--- config.mk ---
export PLATFORM = sky130hd
export DESIGN_NAME = ex_branch_stage_flat
export DESIGN_NICKNAME = d
export VERILOG_FILES = /design/src/rtl/ex_branch_stage_if.sv /design/src/rtl/ex_branch_stage.sv /design/src/flat_wrapper.sv
export SDC_FILE = /design/constraint.sdc
export NUM_CORES = 1
export LEC_CHECK = 0
export ABC_AREA = 1
export CORE_MARGIN = 5
export CORE_UTILIZATION = 38
export DETAILED_ROUTE_END_ITERATION = 10
export PLACE_DENSITY = 0.8
export RECOVER_POWER = 25
export SYNTH_ARGS = -nofsm -noshare
export SYNTH_HDL_FRONTEND = slang
export SYNTH_SLANG_ARGS = --single-unit
--- constraint.sdc ---
create_clock -name clk -period 1.95 [get_ports clk]
set_input_delay 0.39 -clock clk [delete_from_list [all_inputs] [get_ports clk]]
set_output_delay 0.39 -clock clk [all_outputs]
set_load 0.01 [all_outputs]
--- src/rtl/ex_branch_stage_if.sv ---
// rtl/ex_branch_stage_if.sv - EX-side inputs and EX/MEM pipeline register outputs
// slave: the stage consumes the EX side and drives the MEM side; master: the opposite view.
interface ex_branch_stage_if;
  logic        ex_valid;
  logic [15:0] alu_out;
  logic [3:0]  alu_cond;
  logic        set_cc;
  logic        is_branch;
  logic [2:0]  br_cond;
  logic [15:0] br_target;
  logic [15:0] store_data;
  logic [2:0]  rd;
  logic        reg_write;
  logic        mem_read;
  logic        mem_write;

  logic        mem_valid;
  logic [15:0] mem_alu_out;
  logic [15:0] mem_store_data;
  logic [2:0]  mem_rd;
  logic        mem_reg_write;
  logic        mem_mem_read;
  logic        mem_mem_write;

  modport slave (
    input  ex_valid, alu_out, alu_cond, set_cc, is_branch, br_cond, br_target,
           store_data, rd, reg_write, mem_read, mem_write,
    output mem_valid, mem_alu_out, mem_store_data, mem_rd,
           mem_reg_write, mem_mem_read, mem_mem_write
  );

  modport master (
    output ex_valid, alu_out, alu_cond, set_cc, is_branch, br_cond, br_target,
           store_data, rd, reg_write, mem_read, mem_write,
    input  mem_valid, mem_alu_out, mem_store_data, mem_rd,
           mem_reg_write, mem_mem_read, mem_mem_write
  );
endinterface

--- src/rtl/ex_branch_stage.sv ---
// rtl/ex_branch_stage.sv - EX/MEM register, S/Z/C/V condition codes and branch resolution with wrong-path squash
// Optional taken-branch counter built only when BRANCH_COUNT_EN is defined.
module ex_branch_stage #(
  parameter int SHADOW = 2
) (
  input  logic                  clk,
  input  logic                  rst,
  input  logic                  stall,
  input  logic                  flush,
  ex_branch_stage_if.slave      ex,
  output logic [3:0]            cc,
  output logic                  branch_taken,
  output logic [15:0]           branch_pc,
  output logic [15:0]           taken_count
);

  typedef enum logic {ST_RUN = 1'b0, ST_SHADOW = 1'b1} state_e;

  localparam logic [2:0] SHADOW_CNT = 3'(SHADOW);

  state_e      state_q, state_d;
  logic [2:0]  cnt_q, cnt_d;
  logic [3:0]  cc_q, cc_d;
  logic        mem_valid_q, mem_valid_d;
  logic [15:0] mem_alu_q, mem_alu_d;
  logic [15:0] mem_store_q, mem_store_d;
  logic [2:0]  mem_rd_q, mem_rd_d;
  logic        mem_rw_q, mem_rw_d;
  logic        mem_mr_q, mem_mr_d;
  logic        mem_mw_q, mem_mw_d;
  logic        branch_taken_q, branch_taken_d;
  logic [15:0] branch_pc_q, branch_pc_d;

  // flags layout {S,Z,C,V}; codes 5..7 are never taken
  function automatic logic cond_true(input logic [2:0] code, input logic [3:0] f);
    case (code)
      3'd0:    return 1'b1;
      3'd1:    return f[2];
      3'd2:    return f[3] ^ f[0];
      3'd3:    return f[2] | (f[3] ^ f[0]);
      3'd4:    return !f[2];
      default: return 1'b0;
    endcase
  endfunction

  always_comb begin
    state_d        = state_q;
    cnt_d          = cnt_q;
    cc_d           = cc_q;
    mem_valid_d    = mem_valid_q;
    mem_alu_d      = mem_alu_q;
    mem_store_d    = mem_store_q;
    mem_rd_d       = mem_rd_q;
    mem_rw_d       = mem_rw_q;
    mem_mr_d       = mem_mr_q;
    mem_mw_d       = mem_mw_q;
    branch_taken_d = 1'b0;
    branch_pc_d    = branch_pc_q;

    if (flush) begin
      mem_valid_d = 1'b0;
      state_d     = ST_RUN;
      cnt_d       = 3'd0;
    end else if (!stall) begin
      mem_valid_d = 1'b0;
      if (ex.ex_valid) begin
        if (state_q == ST_SHADOW) begin
          cnt_d = cnt_q - 3'd1;
          if (cnt_q == 3'd1) state_d = ST_RUN;
        end else begin
          mem_valid_d = 1'b1;
          mem_alu_d   = ex.alu_out;
          mem_store_d = ex.store_data;
          mem_rd_d    = ex.rd;
          mem_rw_d    = ex.reg_write;
          mem_mr_d    = ex.mem_read;
          mem_mw_d    = ex.mem_write;
          if (ex.set_cc) cc_d = ex.alu_cond;
          // branch sees the flags from before this instruction's own update
          if (ex.is_branch && cond_true(ex.br_cond, cc_q)) begin
            branch_taken_d = 1'b1;
            branch_pc_d    = ex.br_target;
            cnt_d          = SHADOW_CNT;
            state_d        = ST_SHADOW;
          end
        end
      end
    end
  end

  always_ff @(posedge clk) begin
    if (rst) begin
      state_q        <= ST_RUN;
      cnt_q          <= 3'd0;
      cc_q           <= 4'd0;
      mem_valid_q    <= 1'b0;
      mem_alu_q      <= 16'd0;
      mem_store_q    <= 16'd0;
      mem_rd_q       <= 3'd0;
      mem_rw_q       <= 1'b0;
      mem_mr_q       <= 1'b0;
      mem_mw_q       <= 1'b0;
      branch_taken_q <= 1'b0;
      branch_pc_q    <= 16'd0;
    end else begin
      state_q        <= state_d;
      cnt_q          <= cnt_d;
      cc_q           <= cc_d;
      mem_valid_q    <= mem_valid_d;
      mem_alu_q      <= mem_alu_d;
      mem_store_q    <= mem_store_d;
      mem_rd_q       <= mem_rd_d;
      mem_rw_q       <= mem_rw_d;
      mem_mr_q       <= mem_mr_d;
      mem_mw_q       <= mem_mw_d;
      branch_taken_q <= branch_taken_d;
      branch_pc_q    <= branch_pc_d;
    end
  end

`ifdef BRANCH_COUNT_EN
  logic [15:0] taken_count_q, taken_count_d;

  always_comb begin
    taken_count_d = taken_count_q;
    if (branch_taken_q && (taken_count_q != 16'hFFFF)) taken_count_d = taken_count_q + 16'd1;
  end

  always_ff @(posedge clk) begin
    if (rst) taken_count_q <= 16'd0;
    else     taken_count_q <= taken_count_d;
  end

  assign taken_count = taken_count_q;
`else
  assign taken_count = 16'h0000;
`endif

  // control bits are gated so a dead slot can never write
  assign ex.mem_valid      = mem_valid_q;
  assign ex.mem_alu_out    = mem_alu_q;
  assign ex.mem_store_data = mem_store_q;
  assign ex.mem_rd         = mem_rd_q;
  assign ex.mem_reg_write  = mem_valid_q & mem_rw_q;
  assign ex.mem_mem_read   = mem_valid_q & mem_mr_q;
  assign ex.mem_mem_write  = mem_valid_q & mem_mw_q;
  assign cc                = cc_q;
  assign branch_taken      = branch_taken_q;
  assign branch_pc         = branch_pc_q;

endmodule

--- src/flat_wrapper.sv ---
// flat-port wrapper written by rule: the top's interface ports become plain ports
module ex_branch_stage_flat 
#(
  parameter int SHADOW = 2
)
  (clk, rst, stall, flush, cc, branch_taken, branch_pc, taken_count, ex_ex_valid, ex_alu_out, ex_alu_cond, ex_set_cc, ex_is_branch, ex_br_cond, ex_br_target, ex_store_data, ex_rd, ex_reg_write, ex_mem_read, ex_mem_write, ex_mem_valid, ex_mem_alu_out, ex_mem_store_data, ex_mem_rd, ex_mem_reg_write, ex_mem_mem_read, ex_mem_mem_write);
  ex_branch_stage_if ex_i ();
  input  logic clk;
  input  logic rst;
  input  logic stall;
  input  logic flush;
  output logic [3:0] cc;
  output logic branch_taken;
  output logic [15:0] branch_pc;
  output logic [15:0] taken_count;
  input wire logic [$bits(ex_i.ex_valid)-1:0] ex_ex_valid;
  input wire logic [$bits(ex_i.alu_out)-1:0] ex_alu_out;
  input wire logic [$bits(ex_i.alu_cond)-1:0] ex_alu_cond;
  input wire logic [$bits(ex_i.set_cc)-1:0] ex_set_cc;
  input wire logic [$bits(ex_i.is_branch)-1:0] ex_is_branch;
  input wire logic [$bits(ex_i.br_cond)-1:0] ex_br_cond;
  input wire logic [$bits(ex_i.br_target)-1:0] ex_br_target;
  input wire logic [$bits(ex_i.store_data)-1:0] ex_store_data;
  input wire logic [$bits(ex_i.rd)-1:0] ex_rd;
  input wire logic [$bits(ex_i.reg_write)-1:0] ex_reg_write;
  input wire logic [$bits(ex_i.mem_read)-1:0] ex_mem_read;
  input wire logic [$bits(ex_i.mem_write)-1:0] ex_mem_write;
  output wire logic [$bits(ex_i.mem_valid)-1:0] ex_mem_valid;
  output wire logic [$bits(ex_i.mem_alu_out)-1:0] ex_mem_alu_out;
  output wire logic [$bits(ex_i.mem_store_data)-1:0] ex_mem_store_data;
  output wire logic [$bits(ex_i.mem_rd)-1:0] ex_mem_rd;
  output wire logic [$bits(ex_i.mem_reg_write)-1:0] ex_mem_reg_write;
  output wire logic [$bits(ex_i.mem_mem_read)-1:0] ex_mem_mem_read;
  output wire logic [$bits(ex_i.mem_mem_write)-1:0] ex_mem_mem_write;
  assign ex_i.ex_valid = ex_ex_valid;
  assign ex_i.alu_out = ex_alu_out;
  assign ex_i.alu_cond = ex_alu_cond;
  assign ex_i.set_cc = ex_set_cc;
  assign ex_i.is_branch = ex_is_branch;
  assign ex_i.br_cond = ex_br_cond;
  assign ex_i.br_target = ex_br_target;
  assign ex_i.store_data = ex_store_data;
  assign ex_i.rd = ex_rd;
  assign ex_i.reg_write = ex_reg_write;
  assign ex_i.mem_read = ex_mem_read;
  assign ex_i.mem_write = ex_mem_write;
  assign ex_mem_valid = ex_i.mem_valid;
  assign ex_mem_alu_out = ex_i.mem_alu_out;
  assign ex_mem_store_data = ex_i.mem_store_data;
  assign ex_mem_rd = ex_i.mem_rd;
  assign ex_mem_reg_write = ex_i.mem_reg_write;
  assign ex_mem_mem_read = ex_i.mem_mem_read;
  assign ex_mem_mem_write = ex_i.mem_mem_write;
  ex_branch_stage #(.SHADOW(SHADOW)) u_core (.clk(clk), .rst(rst), .stall(stall), .flush(flush), .ex(ex_i), .cc(cc), .branch_taken(branch_taken), .branch_pc(branch_pc), .taken_count(taken_count));
endmodule
== After elaboration in Yosys (flattened, before gate mapping) ==
Index checks and enable logic that the tools add are counted.
W data, S select, Z words.

* RAM bits: 0
* Output and inout bits: 76
* Logic and storage cells: 50
* Memories: 0
* Bits in latches: 0
* Register bits after elaboration: 64
* Bits of input ports: 68
* ROM bits: 0

* Mux-type cells: 12
* Eq/ne operators: 5
* Div/mod/pow operators: 0
* Add/sub/neg operators: 1
* Shifts and indexed selects: 0
* Reductions and logical operators: 11
* $mul: 0
* Bitwise operators: 9
* Order comparisons: 0

{| class="wikitable"
|+ Operators with widths
! operator !! count
|-
| $reduce_and A5 Y1 || 2
|-
| $mux W1 || 9
|-
| $eq A3 B1 Y1 const B || 2
|-
| $eq A3 B2 Y1 const B || 2
|-
| $mux W3 || 2
|-
| $pmux W1 S5 || 1
|-
| $reduce_or A5 Y1 || 1
|-
| $not A1 Y1 || 4
|-
| $reduce_and A4 Y1 || 1
|-
| $and A1 B1 Y1 || 3
|-
| $eq A3 B3 Y1 const B || 1
|-
| $logic_not A3 Y1 || 1
|-
| $reduce_and A3 Y1 || 1
|-
| $sub A3 B1 Y3 const B || 1
|-
| $reduce_and A2 Y1 || 1
|-
| $reduce_bool A2 Y1 || 1
|-
| $reduce_or A2 Y1 || 1
|-
| $logic_and A1 B1 Y1 || 1
|-
| $logic_not A1 Y1 || 1
|-
| $or A1 B1 Y1 || 1
|-
| $xor A1 B1 Y1 || 1
|}

== Depth between registers and ports, before layout ==
Gate-level depths: netlist (run 1).

* Depth in word-level cells: 10
* Mapped depth: 10
* Depth with buffers taken out: 10

== Least setup slack after synthesis (run 1) ==
OpenSTA, ideal clock, no wires.

* Path type: input to register
* Start point: input ex_ex_valid
* End point: register u_core.branch_pc_q[0], in the netlist u_core.branch_pc[0]
* Library setup time: 0.132 ns
* Arrival time: 1.338 ns
* Stages: 7
* Path slack: 0.480 ns
* Path buffers: 1
* Required time: 1.818 ns
* Cell sequence: inv_1 -> or2_4 -> nor3_4 -> nand3_2 -> buf_2 -> nand2_1 -> a21oi_1

* Cells in the longest elaborated chain, start to end: 1

{| class="wikitable"
|+ RTL lines
! what !! RTL line !! text
|-
| start, declared || flat_wrapper.sv:16 || <nowiki>input wire logic [$bits(ex_i.ex_valid)-1:0] ex_ex_valid;</nowiki>
|-
| $reduce_and A5 Y1 (no line) || - ||
|-
| end signal, assigned || ex_branch_stage.sv:117 || <nowiki>branch_pc_q <= branch_pc_d;</nowiki>
|-
| end, declared || ex_branch_stage.sv:32 || <nowiki>logic [15:0] branch_pc_q, branch_pc_d;</nowiki>
|}

No other way between the ends.
A chain may end at the register's enable or synchronous reset.

== Worst setup path in the final report (run 1) ==
* Start point: register u_core.mem_valid_q, in the netlist u_core.ex.mem_valid
* End point: output ex_mem_mem_read

* Cells in the longest elaborated chain, start to end: 1

{| class="wikitable"
|+ RTL lines
! what !! RTL line !! text
|-
| start, declared || ex_branch_stage.sv:24 || <nowiki>logic mem_valid_q, mem_valid_d;</nowiki>
|-
| start signal, assigned || ex_branch_stage.sv:109 || <nowiki>mem_valid_q <= mem_valid_d;</nowiki>
|-
| $and A1 B1 Y1 || ex_branch_stage.sv:145 || <nowiki>assign ex.mem_mem_read = mem_valid_q & mem_mr_q;</nowiki>
|-
| end, declared || flat_wrapper.sv:33 || <nowiki>output wire logic [$bits(ex_i.mem_mem_read)-1:0] ex_mem_mem_read;</nowiki>
|}

No other way between the ends.

==> results of run 1 <==
[kinds of logic after synthesis]
logic type                 synth area share
xor gates and xnor gates            0.00344
and+or+nand+nor                       0.235
AOI/OAI and AO/OA                     0.131
other                               0.00147
adders and majority gates           0.00983
buffers and inverters                 0.115
DFF                                   0.503
[layer usage]
| metal | track usage | vias to the layer above | routed length [um] |
|---|---|---|---|
| li1 | - | 1297 | - |
| met1 | 0.199 | 1177 | 3030 |
| met2 | 0.290 | 119 | 3590 |
| met3 | 0.0622 | 7 | 791 |
| met4 | 0.0594 | 0 | 60 |
| met5 | 0 | - | 0 |
[worst max-delay path, cell delays in order, from the launching register on]
cell and delay [ns]:
sky130_fd_sc_hd__dfxtp_1 0.44, sky130_fd_sc_hd__nand2_1 0.08, sky130_fd_sc_hd__inv_1 0.05, sky130_fd_sc_hd__clkdlybuf4s50_1 0.55
[worst max path at each step]
stage / start / to / slack (ns)
after floorplan: ex_ex_valid / u_core.branch_pc[0]$_SDFFE_PP0P_ / 0.48
after global placement: ex_ex_valid / u_core.branch_pc[8]$_SDFFE_PP0P_ / 0.05
after detailed placement: stall / u_core.branch_pc[11]$_SDFFE_PP0P_ / 0.02
after CTS: u_core.ex.mem_valid$_SDFFE_PP0N_ / ex_mem_mem_write / 0.12
after global routing: stall / u_core.ex.mem_alu_out[5]$_SDFFE_PP0P_ / 0.03
final: u_core.ex.mem_valid$_SDFFE_PP0N_ / ex_mem_mem_read / 0.12
[per-stage QoR]
step | utilization | power, W | hold slack, ns | setup WS, ns | instance area [um2]
after global routing | 0.636 | 0.00304 | 0.481 | 0.0282 | 4090
final | 0.636 | 0.00292 | 0.461 | 0.115 | 4090
after CTS | 0.637 | 0.00297 | 0.465 | 0.115 | 4090
after global placement | 0.606 | 0.00181 | 0.448 | 0.0532 | 3890
after floorplan | - | 0.00157 | 0.454 | 0.480 | 2600
after detailed placement | 0.606 | 0.00182 | 0.455 | 0.0165 | 3890
[layout by cell type (no fill, tap or decap)]
cell type and instances:
sky130_fd_sc_hd__clkbuf_1 2, sky130_fd_sc_hd__nor3b_1 1, sky130_fd_sc_hd__nand4_1 16, sky130_fd_sc_hd__buf_4 14, sky130_fd_sc_hd__a21oi_1 23, sky130_fd_sc_hd__ha_1 2, sky130_fd_sc_hd__bufinv_16 1, sky130_fd_sc_hd__nand3_1 8
sky130_fd_sc_hd__nor2_1 79, sky130_fd_sc_hd__or2_0 1, sky130_fd_sc_hd__o21ai_0 41, sky130_fd_sc_hd__inv_1 16, sky130_fd_sc_hd__conb_1 16, sky130_fd_sc_hd__inv_2 1, sky130_fd_sc_hd__clkbuf_8 11, sky130_fd_sc_hd__buf_12 2
sky130_fd_sc_hd__clkbuf_2 1, sky130_fd_sc_hd__nor3_4 1, sky130_fd_sc_hd__nand3_2 1, sky130_fd_sc_hd__o32ai_1 1, sky130_fd_sc_hd__o21ai_1 1, sky130_fd_sc_hd__clkdlybuf4s50_1 105, sky130_fd_sc_hd__dfxtp_1 64, sky130_fd_sc_hd__dlygate4sd3_1 22
sky130_fd_sc_hd__clkinv_2 2, sky130_fd_sc_hd__nand2_1 32, sky130_fd_sc_hd__xor2_1 1
[registers in the layout, indices dropped and copies added, names as in the netlist]
| signal | flops |
|---|---|
| u_core.branch_pc | 16 |
| u_core.branch_taken | 1 |
| u_core.cc | 4 |
| u_core.cnt_q | 3 |
| u_core.ex.mem_alu_out | 16 |
| u_core.ex.mem_rd | 3 |
| u_core.ex.mem_store_data | 16 |
| u_core.ex.mem_valid | 1 |
| u_core.mem_mr_q | 1 |
| u_core.mem_mw_q | 1 |
| u_core.mem_rw_q | 1 |
| u_core.state_q | 1 |
[power breakdown]
part           leakage (nW)  internal [W]  switching (W)
Sequential            0.521       0.00135      0.0000235
Clock                 0.103      0.000658       0.000476
Combinational          1.12      0.000233       0.000171
[cell type report]
cell class | count | area [um2] | share of cell area
repair buffers | 144 | 1420 | 0.348
flip-flops and latches | 64 | 1280 | 0.314
multi-input cells | 224 | 1020 | 0.251
well taps | 77 | 96.3 | 0.0236
inverters | 17 | 63.8 | 0.0156
clock inverters | 3 | 40.0 | 0.00980
clock buffers | 13 | 159 | 0.0389
==> impl_metrics.xml, run 1 <==
<?xml version="1.0" encoding="UTF-8"?>
<metrics>
  <group name="power_and_ir_drop">
    <metric name="irDropWorstVdd" unit="V">0.000571</metric>
    <metric name="p_per_area" unit="nW/um2">714</metric>
    <metric name="leakage_power_summed_over_all_cells" unit="nW">1.74</metric>
  </group>
  <group name="floorplanning">
    <metric name="floorplan.die_area" unit="um2">8440</metric>
    <metric name="die_width" unit="um">91.9</metric>
    <metric name="floorplan.initialDensity" unit="">0.396</metric>
    <metric name="core_area" unit="um2">6420</metric>
    <metric name="std_cell_rows" unit="">29</metric>
    <metric name="overall_die_height" unit="um">91.9</metric>
    <metric name="ioPinCount" unit="">144</metric>
  </group>
  <group name="clocking">
    <metric name="cts_max_level" unit="">3</metric>
    <metric name="clock_pin_slew_worst_setup_and_hold_paths" unit="ns">0.06</metric>
    <metric name="postCtsSetupRepairBufs" unit="">0</metric>
    <metric name="cts_resized" unit="">0</metric>
    <metric name="cts-buffers-inserted" unit="">9</metric>
    <metric name="cts_root_buffer" unit="">sky130_fd_sc_hd__clkbuf_8</metric>
    <metric name="cts_hold_repair.buffers" unit="">0</metric>
    <metric name="clock_sink_count" unit="">64</metric>
    <metric name="cts_tree" unit="">done</metric>
    <metric name="clk_latency" unit="ns">0.33</metric>
    <metric name="cts.path.max_buffers" unit="">2</metric>
  </group>
  <group name="grt">
    <metric name="grt_max_degree" unit="">22</metric>
    <metric name="grt_antenna_before_repair" unit="">0</metric>
    <metric name="grt.overflow.total" unit="">0</metric>
    <metric name="first_global_vias" unit="">2554</metric>
    <metric name="all_layer_gr_usage" unit="">0.171</metric>
    <metric name="grt_first_pass_wirelength" unit="mm">12.0</metric>
  </group>
  <group name="routing">
    <metric name="average_vias_per_placed_instance" unit="">4.80</metric>
    <metric name="route.antenna.remaining_nets" unit="">0</metric>
    <metric name="drc_errors" unit="">0</metric>
    <metric name="post_route_wl" unit="mm">7.47</metric>
    <metric name="detail_route.first_pass.iterations" unit="">4</metric>
    <metric name="via_count" unit="">2600</metric>
    <metric name="post_drt_wl_per_cell" unit="um">13.8</metric>
    <metric name="detailedRoute.firstIterationViolations" unit="">95</metric>
  </group>
  <group name="sta">
    <metric name="rsz0062_at_grt" unit="">false</metric>
    <metric name="number_of_setup_violations_in_the_final_report" unit="">0</metric>
    <metric name="max_freq" unit="GHz">0.545</metric>
    <metric name="final.min_clock_period" unit="ns">1.83</metric>
    <metric name="finalHoldViolCount" unit="">0</metric>
    <metric name="final_cycle_share" unit="">0.941</metric>
    <metric name="timing.final.max_slew_violations" unit="">0</metric>
    <metric name="final.setup_skew" unit="ns">0.0109</metric>
    <metric name="finalSetupTns" unit="ns">0</metric>
  </group>
  <group name="synth">
    <metric name="synth_area" unit="um2">2550</metric>
    <metric name="dominant_synthesized_flop_cell" unit="">sky130_fd_sc_hd__dfxtp_1</metric>
    <metric name="synth_most_common_cell" unit="">sky130_fd_sc_hd__nor2_1</metric>
    <metric name="synth_async_sr_flop_share" unit="">0</metric>
    <metric name="yosys.area.top_type" unit="">sky130_fd_sc_hd__dfxtp_1</metric>
    <metric name="post_synth_inst_count" unit="">326</metric>
    <metric name="post_synth_num_cell_types" unit="">23</metric>
    <metric name="synth.avg_cell_area" unit="um2">7.81</metric>
    <metric name="synth_sequential_area_ratio" unit="">0.503</metric>
    <metric name="synth_top_area_share" unit="">0.503</metric>
    <metric name="synth.ff_latch_count" unit="">64</metric>
    <metric name="synth_top_cells_by_count" unit="">sky130_fd_sc_hd__nor2_1, sky130_fd_sc_hd__dfxtp_1, sky130_fd_sc_hd__o21ai_0</metric>
    <metric name="yosysWarningCount" unit="">0</metric>
    <metric name="synth_edf_count" unit="">0</metric>
    <metric name="synth.area.top_cells" unit="">sky130_fd_sc_hd__dfxtp_1, sky130_fd_sc_hd__nor2_1, sky130_fd_sc_hd__o21ai_0, sky130_fd_sc_hd__buf_4, sky130_fd_sc_hd__nand2_1</metric>
  </group>
  <group name="hold_path">
    <metric name="holdCritPathClass" unit="">flip-flop to flip-flop</metric>
    <metric name="hold_start" unit="">u_core.branch_pc[7]$_SDFFE_PP0P_</metric>
    <metric name="whs_path_depth" unit="">2</metric>
    <metric name="hold_crit_endpoint" unit="">u_core.branch_pc[7]$_SDFFE_PP0P_</metric>
  </group>
  <group name="setup_path">
    <metric name="critical_path.reg2reg.startpoint" unit="">u_core.cc[0]$_SDFFE_PP0P_</metric>
    <metric name="worst_r2r_path_depth" unit="">9</metric>
    <metric name="worstPathArrival" unit="ns">1.44</metric>
    <metric name="cp_max_fo" unit="">5</metric>
    <metric name="type_of_the_setup_path_with_the_least_slack" unit="">flip-flop to primary output</metric>
    <metric name="cp_data_required_time" unit="ns">1.56</metric>
    <metric name="timing.critical_path.from_type" unit="">flip-flop</metric>
    <metric name="r2r-end" unit="">u_core.state_q$_SDFFE_PP0P_</metric>
    <metric name="reg2reg_setup_slack" unit="ns">0.58</metric>
    <metric name="end_kind" unit="">primary output</metric>
  </group>
  <group name="place">
    <metric name="final_replace_weighted_congestion" unit="">0.819</metric>
    <metric name="numPlacedInstances" unit="">526</metric>
    <metric name="hpwl" unit="mm">5.53</metric>
    <metric name="io_buffer_count" unit="">127</metric>
  </group>
  <group name="status">
    <metric name="status" unit="">finished clean</metric>
  </group>
  <group name="finish">
    <metric name="filler_cell_count" unit="">560</metric>
    <metric name="area_delta_synth_final" unit="%">60.5</metric>
    <metric name="insertedDiodeCount" unit="">0</metric>
    <metric name="layout_cell_share_with_drive_strength_beyond_1" unit="">0.0731</metric>
    <metric name="nNetsFinal" unit="">530</metric>
    <metric name="finalNonFillerCells" unit="">542</metric>
  </group>
  <group name="run">
    <metric name="cap_violations" unit="">0</metric>
  </group>
</metrics>
(Power assumes the default switching activity.)
==> inputs of run 2 (changes only) <==
--- a/config.mk
+++ b/config.mk
@@ -6,8 +6,9 @@
 export NUM_CORES = 1
 export LEC_CHECK = 0
 export ABC_AREA = 1
-export CORE_MARGIN = 5
+export CORE_MARGIN = 4
 export CORE_UTILIZATION = 38
+export CTS_CLUSTER_DIAMETER = 60
 export DETAILED_ROUTE_END_ITERATION = 10
 export PLACE_DENSITY = 0.8
 export RECOVER_POWER = 25
==> run 2 against run 1 <==
  * Critical endpoint is now u_core.branch_pc[2]$_SDFFE_PP0P_
  * Maximum frequency shrank 0.34%
  * Highest routed layer unchanged
  * First-iteration DRC count up 24%
  * Clock power down 22%
==> impl_metrics.xml, run 2 (synthesized netlist as in run 1, its figures left out) <==
<?xml version="1.0" encoding="UTF-8"?>
<metrics>
  <group name="status">
    <metric name="status" unit="">finished clean</metric>
  </group>
  <group name="finish">
    <metric name="nNetsFinal" unit="">529</metric>
    <metric name="insertedDiodeCount" unit="">0</metric>
    <metric name="sequential_cell_area" unit="um2">1280</metric>
    <metric name="layout_cell_share_with_drive_strength_beyond_1" unit="">0.0629</metric>
    <metric name="area_delta_synth_final" unit="%">57.7</metric>
    <metric name="most-common-layout-cells" unit="">sky130_fd_sc_hd__clkdlybuf4s50_1, sky130_fd_sc_hd__nor2_1, sky130_fd_sc_hd__dfxtp_1</metric>
    <metric name="share_of_the_core_filled_with_cells" unit="">0.625</metric>
    <metric name="multi_input_area" unit="um2">1020</metric>
    <metric name="filler_cell_count" unit="">581</metric>
    <metric name="mostFrequentLayoutCell" unit="">sky130_fd_sc_hd__clkdlybuf4s50_1</metric>
  </group>
  <group name="routing">
    <metric name="drc_errors" unit="">0</metric>
    <metric name="detailedRoute.firstIterationViolations" unit="">118</metric>
    <metric name="via_count" unit="">2599</metric>
    <metric name="route.antenna.remaining_nets" unit="">0</metric>
    <metric name="detail_route.first_pass.iterations" unit="">4</metric>
    <metric name="post_drt_wl_per_cell" unit="um">13.7</metric>
    <metric name="average_vias_per_placed_instance" unit="">4.83</metric>
    <metric name="post_route_wl" unit="mm">7.38</metric>
  </group>
  <group name="setup_path">
    <metric name="reg2reg_setup_slack" unit="ns">0.55</metric>
    <metric name="worst_r2r_path_depth" unit="">10</metric>
    <metric name="timing.critical_path.from_type" unit="">input port</metric>
    <metric name="r2r-end" unit="">u_core.branch_pc[2]$_SDFFE_PP0P_</metric>
    <metric name="cp_max_fo" unit="">8</metric>
    <metric name="type_of_the_setup_path_with_the_least_slack" unit="">input port to flip-flop</metric>
    <metric name="worstPathArrival" unit="ns">2.05</metric>
    <metric name="critical_path.reg2reg.startpoint" unit="">u_core.cc[0]$_SDFFE_PP0P_</metric>
    <metric name="cp_data_required_time" unit="ns">2.15</metric>
    <metric name="end_kind" unit="">flip-flop</metric>
  </group>
  <group name="clocking">
    <metric name="postCtsSetupRepairBufs" unit="">0</metric>
    <metric name="clk_latency" unit="ns">0.33</metric>
    <metric name="clock_sink_count" unit="">64</metric>
    <metric name="cts.path.max_buffers" unit="">2</metric>
    <metric name="cts_hold_repair.buffers" unit="">0</metric>
    <metric name="cts_max_level" unit="">3</metric>
    <metric name="cts_root_buffer" unit="">sky130_fd_sc_hd__clkbuf_8</metric>
    <metric name="clock_pin_slew_worst_setup_and_hold_paths" unit="ns">0.06</metric>
    <metric name="cts-buffers-inserted" unit="">9</metric>
    <metric name="cts_tree" unit="">done</metric>
    <metric name="cts_resized" unit="">0</metric>
  </group>
  <group name="floorplanning">
    <metric name="ioPinCount" unit="">144</metric>
    <metric name="die_width" unit="um">89.9</metric>
    <metric name="core_area" unit="um2">6420</metric>
    <metric name="floorplan.die_area" unit="um2">8070</metric>
    <metric name="std_cell_rows" unit="">29</metric>
    <metric name="overall_die_height" unit="um">89.9</metric>
    <metric name="floorplan.initialDensity" unit="">0.396</metric>
  </group>
  <group name="grt">
    <metric name="all_layer_gr_usage" unit="">0.180</metric>
    <metric name="grt_antenna_before_repair" unit="">0</metric>
    <metric name="grt.overflow.total" unit="">0</metric>
    <metric name="grt_max_degree" unit="">22</metric>
    <metric name="first_global_vias" unit="">2554</metric>
    <metric name="grt_first_pass_wirelength" unit="mm">11.9</metric>
  </group>
  <group name="power_and_ir_drop">
    <metric name="irDropWorstVdd" unit="V">0.000434</metric>
    <metric name="leakage_power_summed_over_all_cells" unit="nW">1.69</metric>
    <metric name="p_per_area" unit="nW/um2">665</metric>
  </group>
  <group name="place">
    <metric name="final_replace_weighted_congestion" unit="">0.736</metric>
    <metric name="io_buffer_count" unit="">127</metric>
    <metric name="hpwl" unit="mm">5.52</metric>
  </group>
  <group name="hold_path">
    <metric name="whs_path_depth" unit="">2</metric>
    <metric name="hold_start" unit="">u_core.branch_pc[11]$_SDFFE_PP0P_</metric>
    <metric name="holdCritPathClass" unit="">flip-flop to flip-flop</metric>
    <metric name="hold_crit_endpoint" unit="">u_core.branch_pc[11]$_SDFFE_PP0P_</metric>
  </group>
  <group name="sta">
    <metric name="final.min_clock_period" unit="ns">1.84</metric>
    <metric name="final_cycle_share" unit="">0.944</metric>
    <metric name="number_of_setup_violations_in_the_final_report" unit="">0</metric>
    <metric name="max_freq" unit="GHz">0.543</metric>
    <metric name="rsz0062_at_grt" unit="">false</metric>
    <metric name="timing.final.max_slew_violations" unit="">0</metric>
    <metric name="finalSetupTns" unit="ns">0</metric>
    <metric name="finalHoldViolCount" unit="">0</metric>
    <metric name="final.setup_skew" unit="ns">0.00679</metric>
  </group>
  <group name="run">
    <metric name="cap_violations" unit="">0</metric>
  </group>
</metrics>
-- run 2: changes by cell type in the layout (fill, tap and decap cells not counted) --
cell and change:
sky130_fd_sc_hd__clkdlybuf4s50_1 +8, sky130_fd_sc_hd__nand3_2 -1, sky130_fd_sc_hd__nand3_1 +1, sky130_fd_sc_hd__bufinv_16 -1, sky130_fd_sc_hd__clkbuf_8 -2, sky130_fd_sc_hd__dlygate4sd3_1 -8
sky130_fd_sc_hd__buf_4 -1
-- run 2: metrics by stage --
step                      total power [W]  instance area (um2)  hold slack, ns  setup slack [ns]  instances
after floorplan                   0.00157                 2600           0.454             0.480        341
after global placement            0.00181                 3880           0.446            0.0367        525
after detailed placement          0.00182                 3880           0.455           0.00208        525
after CTS                         0.00272                 4030           0.465             0.150        538
after global routing              0.00281                 4020           0.480            0.0518        538
final                             0.00267                 4020           0.462             0.109        538
-- run 2: worst max path at each step --
stage	start	endpoint	slack [ns]	cells after the start
after global placement	stall	u_core.ex.mem_alu_out[0]$_SDFFE_PP0P_	0.04	8
after detailed placement	stall	u_core.branch_pc[13]$_SDFFE_PP0P_	0.002	7
final	stall	u_core.branch_pc[2]$_SDFFE_PP0P_	0.11	8
after floorplan	ex_ex_valid	u_core.branch_pc[0]$_SDFFE_PP0P_	0.48	7
after global routing	stall	u_core.branch_pc[1]$_SDFFE_PP0P_	0.05	8
after CTS	u_core.ex.mem_valid$_SDFFE_PP0N_	ex_mem_reg_write	0.15	3
-- run 2: final cells by class --
| type | count | area share |
|---|---|---|
| Clock inverter | 2 | 0.00249 |
| Clock buffer | 11 | 0.0327 |
| Tap cell | 77 | 0.0240 |
| Sequential cell | 64 | 0.319 |
| Timing Repair Buffer | 143 | 0.352 |
| Multi-Input combinational cell | 224 | 0.254 |
| Inverter | 17 | 0.0159 |
-- run 2: routing by layer --
layer,routed length [um],part of all wire,global-route usage
met4,55,0.0075,0.0497
met2,3570,0.48,0.315
met1,3000,0.41,0.195
met3,755,0.10,0.0843
met5,0,0,0
-- run 2: critical path, cell delays in order --
cell	delay, ns
sky130_fd_sc_hd__dlygate4sd3_1	0.58
sky130_fd_sc_hd__or2_0	0.32
sky130_fd_sc_hd__nor3_4	0.16
sky130_fd_sc_hd__buf_4	0.15
sky130_fd_sc_hd__nand3_1	0.09
sky130_fd_sc_hd__clkbuf_2	0.20
sky130_fd_sc_hd__nand2_1	0.09
sky130_fd_sc_hd__a21oi_1	0.06
-- run 2: report_power, final --
group          switching, W  internal [W]  total, W  leakage, nW
clock network      0.000447      0.000436  0.000883       0.0749
registers         0.0000232       0.00136   0.00138        0.521
logic              0.000173      0.000235  0.000408         1.09
==> inputs of run 3 (changes only) <==
--- a/config.mk
+++ b/config.mk
@@ -9,6 +9,7 @@
 export CORE_MARGIN = 4
 export CORE_UTILIZATION = 38
 export CTS_CLUSTER_DIAMETER = 60
+export CTS_CLUSTER_SIZE = 14
 export DETAILED_ROUTE_END_ITERATION = 10
 export PLACE_DENSITY = 0.8
 export RECOVER_POWER = 25
==> results of run 3 <==
Final layout, timing and power as in run 2 (identical DEF).
==> RTL edit (flow settings as in run 2) <==
The option `BRANCH_COUNT_EN` is turned on by a define.
--- a/src/rtl/ex_branch_stage.sv
+++ b/src/rtl/ex_branch_stage.sv
@@ -1,5 +1,7 @@
 // rtl/ex_branch_stage.sv - EX/MEM register, S/Z/C/V condition codes and branch resolution with wrong-path squash
 // Optional taken-branch counter built only when BRANCH_COUNT_EN is defined.
+`define BRANCH_COUNT_EN
+
 module ex_branch_stage #(
   parameter int SHADOW = 2
 ) (
Function: changed (a bounded check fails within 4 cycles, from zero or initial values and one cycle with rst high).
==> RTL edit against run 2 <==
  * Design area grew 26%
  * Wire length grew 35%
  * Sequential power grew 24%
  * Sequential cell count grew 16
  * Synthesized area grew 29%
  * Highest routed layer unchanged
  * Power grew 22%
  * Maximum frequency grew 2.5%
  * Worst setup slack gained 44 ps
  * Die area grew 26%
  * Largest power group unchanged
==> RTL edit: results <==
metrics = {
    "pwr": {
        "ir_worst_vdd_v": 0.0003949,
        "power_leakage_nw": 1.955,
        "intPower_mw": 2.428,
    },
    "min_path": {
        "whs_endpoint": "u_core.branch_pc[8]",
        "hp-class": "flop to flop",
        "min_from": "u_core.branch_pc[8]",
    },
    "synth": {
        "synth_common_cells": "96 x nor2_1, 80 x dfxtp_1, 68 x nand2_1, 47 x o21ai_0, 33 x a21oi_1",
        "ys.flop_type": "dfxtp_1",
        "synth.area.top_cells": "dfxtp_1 49%, nor2_1 11%, nand2_1 7.8%, o21ai_0 7.2%, a21oi_1 5.0%",
        "synth-async-reset-ratio_pct": 0,
        "ys_warn_count": 0,
        "ys_types": 25,
        "syn-num-nets": 511,
        "yosysSeqAreaShare_pct": 48.74,
    },
    "detailed_routing": {
        "firstDrtPassIters": 4,
        "viasPerCell": 4.950,
        "drt_iter0_drc": 117,
        "wl_per_cell_um": 14.27,
    },
    "clock_tree": {
        "cts_root_buffer": "clkbuf_8",
        "clock_path_buffers": 2,
        "cts_buffers": 9,
        "cts.clk_slew.worst_paths_ps": 80,
        "htreeDepth": 3,
    },
    "global_routing": {
        "first_global_vias": 3523,
        "grt_usage_pct": 20.05,
        "grt_first_pass_wirelength_um": 16440,
        "grt_max_degree": 40,
    },
    "setup_path": {
        "critical_path.max_stage_delay_ps": 450,
        "worstPathArrival_ps": 2030,
        "worst-path-max-fanout": 19,
        "reg2reg_slack_ps": 240,
        "r2r_start": "u_core.taken_count[0]",
        "critPathSlowestCell": "clkdlybuf4s50_1",
        "timing.rr.end": "u_core.taken_count[3]",
        "r2r_cells": 9,
        "crit_family": "buffers and inverters",
    },
    "placement": {
        "pre_cts_slack_ps": -68.59,
        "dpl.hpwl_um": 7507,
        "io_buffers": 143,
        "finalWeightedCongestion": 0.8239,
    },
    "final_layout": {
        "drive_above_1_share_pct": 6.387,
        "nFillCells": 759,
        "nets": 661,
    },
    "timing": {
        "setup_viol": 0,
        "clock-skew-final_ps": 8.716,
        "whs_ps": 469.8,
        "tightest_slew_ps": 403.6,
    },
    "run_status": {
        "status": "finished, final reports clean",
    },
}
[RTL edit: area by class of cell]
class	count	share of cell area, %
clock buffer	11	2.792
clock inverter	5	0.7905
inverter	29	2.223
multi-input combinational	307	28.46
sequential	80	31.65
tap	105	2.594
timing repair buffer	163	31.50
[RTL edit: worst reg2reg max path, delay by kind of cell (launching register included)]
kind	cells	cell delay (ps)
and+or+nand+nor	6	680
DFF	1	410
adders and majority gates	1	220
buffers and inverters	1	200
AOI/OAI and AO/OA	1	100
[RTL edit: how the worst max path moves through the flow]
stage | start | end | slack [ps] | cells past startpoint
after CTS | u_core.ex.mem_valid | ex_mem_reg_write | 60 | 3
after detailed placement | stall | u_core.branch_pc[6] | -70 | 8
after global routing | u_core.taken_count[0] | u_core.taken_count[10] | 20 | 8
after global placement | stall | u_core.branch_pc[0] | -10 | 8
after floorplan | u_core.taken_count[0] | u_core.taken_count[10] | 420 | 8
final | stall | u_core.ex.mem_alu_out[12] | 150 | 8
[RTL edit: per-layer routing]
layer | wire length, µm | global-route usage [%] | vias up
li1 | - | - | 1729
met1 | 3894 | 22.02 | 1598
met2 | 4995 | 34.84 | 123
met3 | 939 | 7.958 | 15
met4 | 157 | 7.260 | 0
met5 | 0 | 0 | -
[RTL edit: logic make-up after synthesis]
group	Yosys count	synth area share, %
compound gates	83	12.83
buf+inv	53	7.159
fa+ha+maj	3	1.143
flops	80	48.74
simple gates	210	27.19
xor+xnor	11	2.932
[RTL edit: metrics by stage]
step	cells	instance area, µm²	utilization (%)
3_5_place_dp	684	4897	59.01
3_3_place_gp	684	4897	59.01
6_report	700	5065	61.03
5_1_grt	700	5065	61.03
4_1_cts	700	5079	61.19
2_1_floorplan	440	3286	-
[RTL edit: power groups by stage]
stage	Clock (mW)	Combinational [mW]	Sequential (mW)
after floorplan	0	0.118	1.76
after global placement	0	0.409	1.74
after detailed placement	0	0.417	1.74
after CTS	1.18	0.420	1.71
after global routing	1.27	0.445	1.71
final	1.15	0.410	1.71
[RTL edit: timing repair]
action / CTS / global route
setup buffers: 0 / 0
endpoints found under the setup margin: 0 / 10
resized for setup: 0 / 3
endpoints found under the hold margin: 0 / 0
